===== src/rtl/calc_pkg.sv =====
// Shared types and constants for the calc_ctrl_n calculator controller.
// The top module's chain mode is built in only when CALC_CHAIN_EN is defined.
package calc_pkg;

    typedef enum logic [2:0] {
        OP1_ENTRY,
        OP2_ENTRY,
        EXEC,
        MUL_RUN,
        DONE
    } state_t;

    localparam logic [2:0] OP_ADD    = 3'b001;
    localparam logic [2:0] OP_SUB    = 3'b010;
    localparam logic [2:0] OP_MUL    = 3'b100;
    localparam logic [3:0] DIGIT_MAX = 4'd9;

    // Only the three legal one-hot codes count as operator presses.
    function automatic logic is_one_hot_op(input logic [2:0] code);
        return (code == OP_ADD) || (code == OP_SUB) || (code == OP_MUL);
    endfunction

endpackage


===== src/rtl/seq_mult.sv =====
// Unsigned shift-add multiplier: one multiplier bit per clock, WIDTH steps,
// done pulses for one cycle once product holds the full 2*WIDTH result.
module seq_mult
    import calc_pkg::*;
#(
    parameter int WIDTH = 16
) (
    input  logic                 clk,
    input  logic                 nRST,
    input  logic                 start,
    input  logic [WIDTH-1:0]     a_mag,
    input  logic [WIDTH-1:0]     b_mag,
    output logic                 done,
    output logic [2*WIDTH-1:0]   product
);

    localparam int PW    = 2 * WIDTH;
    localparam int CNT_W = $clog2(WIDTH + 1);

    logic [PW-1:0]    r_acc;
    logic [PW-1:0]    r_a;
    logic [WIDTH-1:0] r_b;
    logic [CNT_W-1:0] r_cnt;
    logic             r_run;
    logic             r_done;

    // NOTE: sequential state is assigned with <= only, so every register
    // samples the pre-edge values of its neighbours.
    always_ff @(posedge clk or negedge nRST) begin
        if (!nRST) begin
            r_acc  <= '0;
            r_a    <= '0;
            r_b    <= '0;
            r_cnt  <= '0;
            r_run  <= 1'b0;
            r_done <= 1'b0;
        end else begin
            r_done <= 1'b0;
            if (start) begin
                r_acc <= '0;
                r_a   <= PW'(a_mag);
                r_b   <= b_mag;
                r_cnt <= CNT_W'(WIDTH);
                r_run <= 1'b1;
            end else if (r_run) begin
                if (r_b[0]) begin
                    r_acc <= r_acc + r_a;
                end
                r_a   <= r_a << 1;
                r_b   <= r_b >> 1;
                r_cnt <= r_cnt - CNT_W'(1);
                if (r_cnt == CNT_W'(1)) begin
                    r_run  <= 1'b0;
                    r_done <= 1'b1;
                end
            end
        end
    end

    assign done    = r_done;
    assign product = r_acc;

endmodule


===== src/rtl/calc_ctrl_n.sv =====
// Calculator controller: signed decimal operand entry, add/sub/mul, overflow.
// Define CALC_CHAIN_EN to let an operator in DONE chain on from the result.
module calc_ctrl_n
    import calc_pkg::*;
#(
    parameter int WIDTH      = 16,
    parameter int MAX_DIGITS = 5
) (
    input  logic             clk,
    input  logic             nRST,
    input  logic [3:0]       keypad_input,
    input  logic             read_input,
    input  logic [2:0]       operator_input,
    input  logic             equal_input,
    input  logic             clear_input,
    output logic             busy,
    output logic             complete,
    output logic             overflow,
    output logic [WIDTH-1:0] display_output,
    output state_t           tb_current_state
);

    localparam int CNT_W = $clog2(MAX_DIGITS + 1);
    localparam int EW    = WIDTH + 4;
    localparam int PW    = 2 * WIDTH;

    state_t           r_state;
    logic [WIDTH-1:0] r_mag1, r_mag2;
    logic             r_sign1, r_sign2;
    logic [CNT_W-1:0] r_cnt1, r_cnt2;
    logic [2:0]       r_op;
    logic             r_busy, r_complete, r_overflow;
    logic [WIDTH-1:0] r_display;

    logic             r_read_q, r_digit_pls;
    logic [3:0]       r_digit_val;
    logic [2:0]       r_op_q, r_op_val;
    logic             r_op_pls;
    logic             r_eq_q, r_eq_pls;

    function automatic logic [WIDTH-1:0] apply_sign(input logic [WIDTH-1:0] mag,
                                                    input logic neg);
        return neg ? -mag : mag;
    endfunction

    // Edge detectors register a one-cycle pulse that the FSM consumes on the
    // following clock; this stage sets the documented add/mul latencies.
    always_ff @(posedge clk or negedge nRST) begin
        if (!nRST) begin
            r_read_q    <= 1'b0;
            r_digit_pls <= 1'b0;
            r_digit_val <= '0;
            r_op_q      <= '0;
            r_op_pls    <= 1'b0;
            r_op_val    <= '0;
            r_eq_q      <= 1'b0;
            r_eq_pls    <= 1'b0;
        end else begin
            r_read_q    <= read_input;
            r_digit_pls <= read_input && !r_read_q && (keypad_input <= DIGIT_MAX);
            r_digit_val <= keypad_input;
            r_op_q      <= operator_input;
            r_op_pls    <= (r_op_q == 3'b000) && is_one_hot_op(operator_input);
            r_op_val    <= operator_input;
            r_eq_q      <= equal_input;
            r_eq_pls    <= equal_input && !r_eq_q;
        end
    end

    logic             w_in_op2;
    logic [WIDTH-1:0] w_cur_mag;
    logic             w_cur_sign;
    logic [CNT_W-1:0] w_cur_cnt;
    logic [EW-1:0]    w_cand, w_limit;
    logic             w_digit_ok, w_digit_room;
    logic [WIDTH-1:0] w_new_mag;

    assign w_in_op2     = (r_state == OP2_ENTRY);
    assign w_cur_mag    = w_in_op2 ? r_mag2  : r_mag1;
    assign w_cur_sign   = w_in_op2 ? r_sign2 : r_sign1;
    assign w_cur_cnt    = w_in_op2 ? r_cnt2  : r_cnt1;
    assign w_cand       = EW'(w_cur_mag) * EW'(10) + EW'(r_digit_val);
    // Negative operands may reach one step further: magnitude 2^(WIDTH-1).
    assign w_limit      = (EW'(1) << (WIDTH - 1)) - EW'(!w_cur_sign);
    assign w_digit_ok   = (w_cand <= w_limit);
    assign w_digit_room = (w_cur_cnt < CNT_W'(MAX_DIGITS));
    assign w_new_mag    = w_cand[WIDTH-1:0];

    logic [WIDTH-1:0] w_op1_s, w_op2_s;
    logic [WIDTH:0]   w_a, w_b, w_sum;
    logic             w_add_ovf;

    assign w_op1_s   = apply_sign(r_mag1, r_sign1);
    assign w_op2_s   = apply_sign(r_mag2, r_sign2);
    assign w_a       = {w_op1_s[WIDTH-1], w_op1_s};
    assign w_b       = {w_op2_s[WIDTH-1], w_op2_s};
    assign w_sum     = (r_op == OP_SUB) ? (w_a - w_b) : (w_a + w_b);
    assign w_add_ovf = w_sum[WIDTH] ^ w_sum[WIDTH-1];

    logic             w_eq_go, w_mul_start, w_mul_done;
    logic [PW-1:0]    w_prod, w_mul_limit;
    logic             w_prod_neg, w_prod_zero, w_mul_ovf;
    logic [WIDTH-1:0] w_mul_res;

    assign w_eq_go     = !clear_input && r_eq_pls && w_in_op2;
    assign w_mul_start = w_eq_go && (r_op == OP_MUL);

    seq_mult #(
        .WIDTH (WIDTH)
    ) u_mult (
        .clk     (clk),
        .nRST    (nRST),
        .start   (w_mul_start),
        .a_mag   (r_mag1),
        .b_mag   (r_mag2),
        .done    (w_mul_done),
        .product (w_prod)
    );

    // A zero product is forced to +0 regardless of the operand signs.
    assign w_prod_neg  = r_sign1 ^ r_sign2;
    assign w_prod_zero = (w_prod == '0);
    assign w_mul_limit = (PW'(1) << (WIDTH - 1)) - PW'(!w_prod_neg);
    assign w_mul_ovf   = !w_prod_zero && (w_prod > w_mul_limit);
    assign w_mul_res   = w_prod_zero ? '0 : apply_sign(w_prod[WIDTH-1:0], w_prod_neg);

`ifdef CALC_CHAIN_EN
    logic             w_res_neg;
    logic [WIDTH-1:0] w_res_mag;

    assign w_res_neg = r_display[WIDTH-1];
    assign w_res_mag = w_res_neg ? -r_display : r_display;
`endif

    always_ff @(posedge clk or negedge nRST) begin
        if (!nRST) begin
            r_state    <= OP1_ENTRY;
            r_mag1     <= '0;
            r_mag2     <= '0;
            r_sign1    <= 1'b0;
            r_sign2    <= 1'b0;
            r_cnt1     <= '0;
            r_cnt2     <= '0;
            r_op       <= OP_ADD;
            r_busy     <= 1'b0;
            r_complete <= 1'b0;
            r_overflow <= 1'b0;
            r_display  <= '0;
        end else if (clear_input) begin
            r_state    <= OP1_ENTRY;
            r_mag1     <= '0;
            r_mag2     <= '0;
            r_sign1    <= 1'b0;
            r_sign2    <= 1'b0;
            r_cnt1     <= '0;
            r_cnt2     <= '0;
            r_op       <= OP_ADD;
            r_busy     <= 1'b0;
            r_complete <= 1'b0;
            r_overflow <= 1'b0;
            r_display  <= '0;
        end else begin
            case (r_state)
                OP1_ENTRY, OP2_ENTRY: begin
                    if (r_eq_pls) begin
                        if (w_eq_go) begin
                            r_state <= w_mul_start ? MUL_RUN : EXEC;
                            r_busy  <= 1'b1;
                        end
                    end else if (r_op_pls) begin
                        if (w_cur_cnt == '0) begin
                            if (r_op_val == OP_ADD) begin
                                if (w_in_op2) r_sign2 <= !r_sign2;
                                else          r_sign1 <= !r_sign1;
                            end
                        end else if (!w_in_op2) begin
                            r_op      <= r_op_val;
                            r_state   <= OP2_ENTRY;
                            r_display <= '0;
                        end
                    end else if (r_digit_pls && w_digit_room) begin
                        if (w_digit_ok) begin
                            if (w_in_op2) begin
                                r_mag2 <= w_new_mag;
                                r_cnt2 <= r_cnt2 + CNT_W'(1);
                            end else begin
                                r_mag1 <= w_new_mag;
                                r_cnt1 <= r_cnt1 + CNT_W'(1);
                            end
                            r_display <= apply_sign(w_new_mag, w_cur_sign);
                        end else begin
                            r_overflow <= 1'b1;
                        end
                    end
                end

                EXEC: begin
                    r_state    <= DONE;
                    r_busy     <= 1'b0;
                    r_complete <= 1'b1;
                    r_display  <= w_sum[WIDTH-1:0];
                    r_overflow <= w_add_ovf;
                end

                MUL_RUN: begin
                    if (w_mul_done) begin
                        r_state    <= DONE;
                        r_busy     <= 1'b0;
                        r_complete <= 1'b1;
                        r_display  <= w_mul_res;
                        r_overflow <= w_mul_ovf;
                    end
                end

                DONE: begin
                    if (r_op_pls) begin
`ifdef CALC_CHAIN_EN
                        r_state    <= OP2_ENTRY;
                        r_mag1     <= w_res_mag;
                        r_sign1    <= w_res_neg;
                        r_cnt1     <= CNT_W'(1);
                        r_mag2     <= '0;
                        r_sign2    <= 1'b0;
                        r_cnt2     <= '0;
                        r_op       <= r_op_val;
                        r_complete <= 1'b0;
                        r_overflow <= 1'b0;
                        r_display  <= '0;
`else
                        if (r_op_val == OP_ADD) begin
                            r_state    <= OP1_ENTRY;
                            r_mag1     <= '0;
                            r_sign1    <= 1'b1;
                            r_cnt1     <= '0;
                            r_mag2     <= '0;
                            r_sign2    <= 1'b0;
                            r_cnt2     <= '0;
                            r_op       <= OP_ADD;
                            r_complete <= 1'b0;
                            r_overflow <= 1'b0;
                            r_display  <= '0;
                        end
`endif
                    end else if (r_digit_pls) begin
                        r_state    <= OP1_ENTRY;
                        r_mag1     <= WIDTH'(r_digit_val);
                        r_sign1    <= 1'b0;
                        r_cnt1     <= CNT_W'(1);
                        r_mag2     <= '0;
                        r_sign2    <= 1'b0;
                        r_cnt2     <= '0;
                        r_op       <= OP_ADD;
                        r_complete <= 1'b0;
                        r_overflow <= 1'b0;
                        r_display  <= WIDTH'(r_digit_val);
                    end
                end

                default: r_state <= OP1_ENTRY;
            endcase
        end
    end

    assign busy             = r_busy;
    assign complete         = r_complete;
    assign overflow         = r_overflow;
    assign display_output   = r_display;
    assign tb_current_state = r_state;

endmodule


===== config.mk =====
export PLATFORM = sky130hd
export DESIGN_NAME = calc_ctrl_n
export DESIGN_NICKNAME = d
export VERILOG_FILES = /design/src/rtl/calc_pkg.sv /design/src/rtl/seq_mult.sv /design/src/rtl/calc_ctrl_n.sv
export SDC_FILE = /design/constraint.sdc
export NUM_CORES = 1
export LEC_CHECK = 0
export ABC_CLOCK_PERIOD_IN_PS = 9420
export CAP_MARGIN = 30
export CORE_MARGIN = 8
export CORE_UTILIZATION = 40
export DETAILED_ROUTE_END_ITERATION = 10
export PLACE_DENSITY = 0.62
export RECOVER_POWER = 50
export SYNTH_ARGS = -nofsm -noshare
export SYNTH_HDL_FRONTEND = slang
export SYNTH_HIERARCHICAL = 1
export SYNTH_SLANG_ARGS = --single-unit
export TNS_END_PERCENT = 30

===== constraint.sdc =====
create_clock -name clk -period 9.42 [get_ports clk]
set_clock_uncertainty 0.2 [all_clocks]
set_input_delay 0.942 -clock clk [delete_from_list [all_inputs] [get_ports clk]]
set_output_delay 0.942 -clock clk [all_outputs]
set_load 0.01 [all_outputs]

### Yosys cells after proc, flatten, opt, wreduce, memory -nomap -nowiden

Cells that the tools add are included.
Widths: inputs -> output; s select.

| word-level totals | value |
|---|---|
| logic and storage cells | 243 |
| bits of input ports | 12 |
| bits in registers | 164 |
| output and inout port bits | 22 |

| cells by class | value |
|---|---|
| mux-type cells | 122 |
| bitwise operators | 2 |
| $add $sub $neg | 13 |
| $mul | 1 |
| $lt $le $gt $ge | 4 |
| reduce and logical (&&, ||, !) cells | 41 |
| equality and inequality tests | 35 |

Operators by type and width:

| operator | count |
|---|---|
| $mux 16 | 33 |
| $mux 32 | 5 |
| $mux 3 | 32 |
| $neg 16->16 | 4 |
| $pmux 16 s2 | 2 |
| $pmux 16 s4 | 1 |
| $ne 4x4->1 const B | 10 |
| $reduce_and 8->1 | 5 |
| $ne 3x3->1 const B | 13 |
| $mux 1 | 37 |
| $sub 16x1->17 const A | 2 |
| $add 32x32->32 | 1 |
| $gt 32x32->1 | 1 |
| $logic_not 32->1 | 1 |
| $add 20x4->20 | 1 |
| $le 20x20->1 | 1 |
| $mul 16x3->19 const B | 1 |
| $pmux 3 s2 | 3 |
| $add 16x16->17 | 1 |
| $mux 17 | 1 |
| $sub 16x16->17 | 1 |
| $reduce_and 7->1 | 2 |
| $eq 3x2->1 const B | 4 |
| $pmux 3 s4 | 1 |
| other kinds (25) | 55 |

### Longest topological paths before layout

| logic depth | value |
|---|---|
| depth in word-level cells | 12 |
| mapped depth | 27 |
| mapped depth without buffers | 24 |

### Cells and area by module

The synthesis kept the hierarchy.

By module, submodules not included:

| module | cells each | instances | area an instance (µm²) | sequential area each (µm²) |
|---|---|---|---|---|
| calc_ctrl_n | 1031 | 1 | 8688.3 | 1928.1 |
| seq_mult | 593 | 1 | 5386.4 | 2177.1 |

### Least setup slack after synthesis

Ideal clock, no wire load.

| timing | value |
|---|---|
| path type | reg-to-reg |
| start | reg r_state[0], in the netlist tb_current_state[0] |
| end | reg r_display[10], in the netlist display_output[10] |
| slack | 2.182 ns |
| data required time | 9.095 ns |
| clock period less this slack | 7.238 ns |
| stages on the path, launching flop included | 25 |
| buffers on the path | 2 |
| setup time | 0.125 ns |
| arrival | 6.913 ns |
| path through | dfrtp_1 -> inv_1 -> nor3_2 -> clkbuf_1 -> mux2_2 -> ha_1 -> fa_1 -> a211oi_4 -> o22ai_1 -> nor4_1 -> nand3_1 -> xnor2_1 -> inv_1 -> ha_1 -> nand4_1 -> or2_2 -> nor3_1 -> nand2_1 -> a2111oi_0 -> nand3_1 -> a221oi_4 -> and2_2 -> o21ai_4 -> buf_6 -> mux2_4 |

| between the ends | value |
|---|---|
| word-level cells in the longest chain between the ends | 12 |
| elaborated cells between the ends (all ways) | 35 |
| classes of those cells | add/sub (3); mul (1); order compare (2); eq/ne (12); mux (10); reduce/logical (7) |

RTL lines:

| item | RTL line | source |
|---|---|---|
| start, declared | calc_ctrl_n.sv:27 | `state_t r_state;` |
| start signal, assigned | calc_ctrl_n.sv:167 | `r_state <= w_mul_start ? MUL_RUN : EXEC;` |
| $eq 3x1->1 | calc_ctrl_n.sv:78, calc_ctrl_n.sv:163 |  |
| $mux 16 | calc_ctrl_n.sv:79 | `assign w_cur_mag = w_in_op2 ? r_mag2 : r_mag1;` |
| $mul 16x3->19 | calc_ctrl_n.sv:82 | `assign w_cand = EW'(w_cur_mag) * EW'(10) + EW'(r_digit_val);` |
| $add 20x4->20 | calc_ctrl_n.sv:82 |  |
| $neg 16->16 | calc_ctrl_n.sv:43 | `return neg ? -mag : mag;` |
| $mux 16 | calc_ctrl_n.sv:43 |  |
| $mux 16 | calc_ctrl_n.sv:182 | `if (w_digit_ok) begin` |
| $mux 16 | calc_ctrl_n.sv:181 | `end else if (r_digit_pls && w_digit_room) begin` |
| $mux 16 | calc_ctrl_n.sv:170 | `end else if (r_op_pls) begin` |
| $mux 16 | calc_ctrl_n.sv:165 | `if (r_eq_pls) begin` |
| $pmux 16 s4 | calc_ctrl_n.sv:163 | `case (r_state)` |
| $mux 16 | calc_ctrl_n.sv:149 | `end else if (clear_input) begin` |
| end signal, assigned | calc_ctrl_n.sv:190 | `r_display <= apply_sign(w_new_mag, w_cur_sign);` |
| end signal, assigned | calc_ctrl_n.sv:201 | `r_display <= w_sum[WIDTH-1:0];` |
| end signal, assigned | calc_ctrl_n.sv:210 | `r_display <= w_mul_res;` |
| end, declared | calc_ctrl_n.sv:33 | `logic [WIDTH-1:0] r_display;` |

Parallel ways exist; a longest one is shown, timed or not. The select of a mux whose other input is x is not followed.
A chain may end at the register's enable or synchronous reset.

### Worst setup path in the final report

| timing | value |
|---|---|
| start | reg r_state[0], in the netlist tb_current_state[0] |
| end | reg r_cnt1[2] |

| between the ends | value |
|---|---|
| word-level cells in the longest chain between the ends | 7 |
| elaborated cells between the ends (all ways) | 25 |
| classes of those cells | add/sub (2); mul (1); order compare (2); eq/ne (9); mux (5); reduce/logical (6) |

RTL lines:

| item | RTL line | source |
|---|---|---|
| $eq 3x1->1 | calc_ctrl_n.sv:78, calc_ctrl_n.sv:163 |  |
| $mux 16 / $mux 1 (equally long branches) | calc_ctrl_n.sv:79, calc_ctrl_n.sv:80 |  |
| $mul 16x3->19 / $logic_not 1->1 (equally long branches) | calc_ctrl_n.sv:82, calc_ctrl_n.sv:84 |  |
| $add 20x4->20 / $sub 16x1->17 (equally long branches) | calc_ctrl_n.sv:82, calc_ctrl_n.sv:84 |  |
| $le 20x20->1 | calc_ctrl_n.sv:85 | `assign w_digit_ok = (w_cand <= w_limit);` |
| $ne 3x3->1 (no source line) | n/a |  |
| $reduce_and 8->1 (no source line) | n/a |  |
| end signal, assigned | calc_ctrl_n.sv:188 | `r_cnt1 <= r_cnt1 + CNT_W'(1);` |
| end, declared | calc_ctrl_n.sv:30 | `logic [CNT_W-1:0] r_cnt1, r_cnt2;` |

Parallel ways exist; a longest one is shown, timed or not.

==> results.sh <==
export IMPL_grt_pass1_wl_um=64900
export IMPL_drc=0
export IMPL_setup_ws_ns=0.789
export IMPL_intPower_mw=2.54
export IMPL_synth_top_cell_area_share=0.290
export IMPL_sw_frac_of_total=0.490
export IMPL_yosys_warnings=6
export IMPL_pre_cts_ws_ns=0.921
export IMPL_power_total_mw=4.97
export IMPL_drt_pass1_iterations=5
export IMPL_grt_use_total=0.194
export IMPL_vdd_ir_drop_max_mv=0.218
export IMPL_async_reset_ff_frac=1.00
export IMPL_drive_gt1_frac=0.0830
export IMPL_ant_nets=0
export IMPL_seqPwrFrac=0.225
export IMPL_die_h_um=204
export IMPL_setup_violations_final=0
export IMPL_slew_violations=142
export IMPL_cp_required_ns=9.53
export IMPL_rsz0062_at_grt="no"
export IMPL_die_width_um=204
export IMPL_gp_congestion=0.929
export IMPL_root_buffer="clkbuf_16"
export IMPL_post_route_min_period_ns=8.63
export IMPL_cpPeakStageDelay_ns=0.69
export IMPL_cp_start_kind="flip-flop"
export IMPL_grt_overflow=0
export IMPL_cts_buffer_depth=2
export IMPL_wl_per_cell_um=19.3
export IMPL_postCtsSetupBuffers=0
export IMPL_fillCellCount=3404
export IMPL_num_vias=12300
export IMPL_hold_viol=0
export IMPL_crit_top_cell="ha_1"
export IMPL_status="finished, violations left"
export IMPL_hold_class="flip-flop to flip-flop"
export IMPL_synthTopCellsByCount="dfrtp_1 (163), nand2_1 (149), nor2_1 (118)"
export IMPL_postCtsHoldBufs=0
export IMPL_numCtsBuffers=17
export IMPL_synth_most_common_cell="dfrtp_1"
export IMPL_dpl_hpwl_um=30400
export IMPL_syn_inst=1624
export IMPL_pwr_share_clk=0.139
export IMPL_clock_sinks=164
export IMPL_violations="max-capacitance violations, max-slew violations"
export IMPL_worst_slew_pin_slew_ns=3.95
export IMPL_path_clk_slew_ns=0.07
export IMPL_drt_vias_per_instance=5.90
export IMPL_die_area_um2=41400
export IMPL_cp_end_kind="flip-flop"
export IMPL_maxCapViolCount=3
export IMPL_critPathTopFamily="simple AND/OR/NAND/NOR gates"
export IMPL_port_buffers=33
export IMPL_grt_antenna_before_repair=0
export IMPL_clk_latency_ns=0.43
export IMPL_cp_num_cells=25
export IMPL_power_switching_mw=2.43
export IMPL_cts_tree="done"
export IMPL_grt_pass1_vias=11900
export IMPL_synth_edf_count=0
export IMPL_core_rowCount=68
export IMPL_start_util=0.406
export IMPL_ys_flop_type="dfrtp_1"
export IMPL_p_leak_nw=6.20
export IMPL_synthTopCellsByArea="dfrtp_1 (29%), ha_1 (10%), xnor2_1 (4.9%)"
export IMPL_holdPathStages=1
export IMPL_fp_coreArea_um2=34600
export IMPL_pwr_share_comb=0.636
export IMPL_synth_area_per_cell_um2=8.67
export IMPL_drtIter0Drc=852
export IMPL_antenna_cells=0
export IMPL_grt_max_degree=101
export IMPL_cpMaxStageDelayCell="nor4_1"
export IMPL_routed_wl_um=40100
export IMPL_area_delta_synth_final_pct=8.85
export IMPL_ctsHtreeMaxLevel=4
export IMPL_reg2regPathDepth=25
export IMPL_synth_nets=1755
export IMPL_period_share=0.916
export IMPL_power_density_nw_per_um2=325
export IMPL_cts_repair_resized=0
export IMPL_ys_ff_latch=164
export IMPL_timing_slew_headroom=-1.63
export IMPL_fmax_ghz=0.116
export IMPL_finalNetCount=1744
export IMPL_crit_fanout=20
export IMPL_ys_types=104
export IMPL_setup_tns_final_ns=0
export IMPL_ys_seq_area_frac=0.292
export IMPL_ios=34
export IMPL_cp_num_buf_inv=3
export IMPL_synth_top_cell_by_area="dfrtp_1"
export IMPL_syn_area_um2=14100
export IMPL_arrival_ns=8.74
export IMPL_crit_type="flip-flop to flip-flop"
==> metrics by stage <==
stage,instance area (µm²),hold WS (ns),std cells,utilization
floorplan,14100,0.178,1624,-
global placement,14800,0.182,2048,0.426
detailed placement,14800,0.187,2048,0.426
CTS,15300,0.197,2080,0.443
global route,15300,0.218,2081,0.442
finish,15300,0.195,2081,0.442
==> placed cells by master (no fill, tap or decap), types with 9 or more instances in the layout <==
master,count
dfrtp_1,162
nand2_1,149
nor2_1,117
ha_1,115
a21oi_1,112
o21ai_0,109
xnor2_1,78
mux2i_1,61
inv_1,60
xor2_1,44
nand3_1,40
nor3_1,34
a21o_1,32
mux2_2,23
nor2b_1,23
clkdlybuf4s50_1,23
or3_1,21
o31ai_1,21
o21a_1,17
clkbuf_16,17
nand2b_1,16
a211oi_1,16
and3_1,14
nor4_1,14
nand4_1,13
o22ai_1,13
o2bb2ai_1,13
nand3b_1,12
o21ai_1,12
o211ai_1,11
or2_2,11
a31oi_1,11
a22oi_1,11
buf_4,10
dlygate4sd3_1,9
==> metal layers <==
layer / GRT usage / share of wire
met5: 0.0155 / 0.0022
met4: 0.0619 / 0.024
met3: 0.0440 / 0.066
met2: 0.300 / 0.45
met1: 0.262 / 0.46
==> layout make-up <==
cell class / instances / area, µm² / area share
clock buffer: 20 / 457 / 0.0298
clock inverter: 12 / 119 / 0.00776
inverter: 61 / 229 / 0.0149
multi-input combinational: 1324 / 9430 / 0.616
sequential: 164 / 4110 / 0.268
tap: 455 / 569 / 0.0372
timing repair buffer: 45 / 407 / 0.0265
==> final timing paths <==
path | from | endpoint | slack, ns
setup / recovery | tb_current_state[0] | r_cnt1[2] | 0.79
hold / removal | r_eq_q | r_eq_pls | 0.19
setup reg to reg | tb_current_state[0] | r_cnt1[2] | 0.79
hold reg to reg | r_eq_q | r_eq_pls | 0.19
max in group asynchronous | nRST | u_mult/r_run | 3.66
min in group asynchronous | nRST | u_mult/product[22] | 0.65
==> logic make-up after synthesis <==
kind of cell | Yosys count | share of synthesized area
adders and majority gates | 119 | 0.108
xor gates and xnor gates | 122 | 0.0759
DFF | 164 | 0.292
buffers and inverters | 136 | 0.0390
and+or+nand+nor | 520 | 0.188
muxes | 92 | 0.0703
AOI/OAI and AO/OA | 471 | 0.227
==> power groups by stage <==
stage               sequential (mW)  clock (mW)  combinational (mW)
finish                         1.12       0.693                3.16
global route                   1.14       0.740                3.51
CTS                            1.11       0.706                3.12
detailed placement             1.12           0                3.10
global placement               1.12           0                3.06
floorplan                      1.02           0                2.38
==> registers in the layout, indices dropped and copies added, names as in the netlist, 3 cells and up <==
| register | cells |
|---|---|
| r_cnt1 | 3 |
| r_digit_val | 4 |
| tb_current_state | 3 |
| display_output | 16 |
| r_cnt2 | 3 |
| u_mult/r_cnt | 5 |
| r_mag2 | 16 |
| r_op_val | 3 |
| r_mag1 | 16 |
| u_mult/r_a | 32 |
| r_op | 3 |
| u_mult/r_b | 16 |
| u_mult/product | 32 |
No activity file was read; power rests on OpenSTA's default activity.
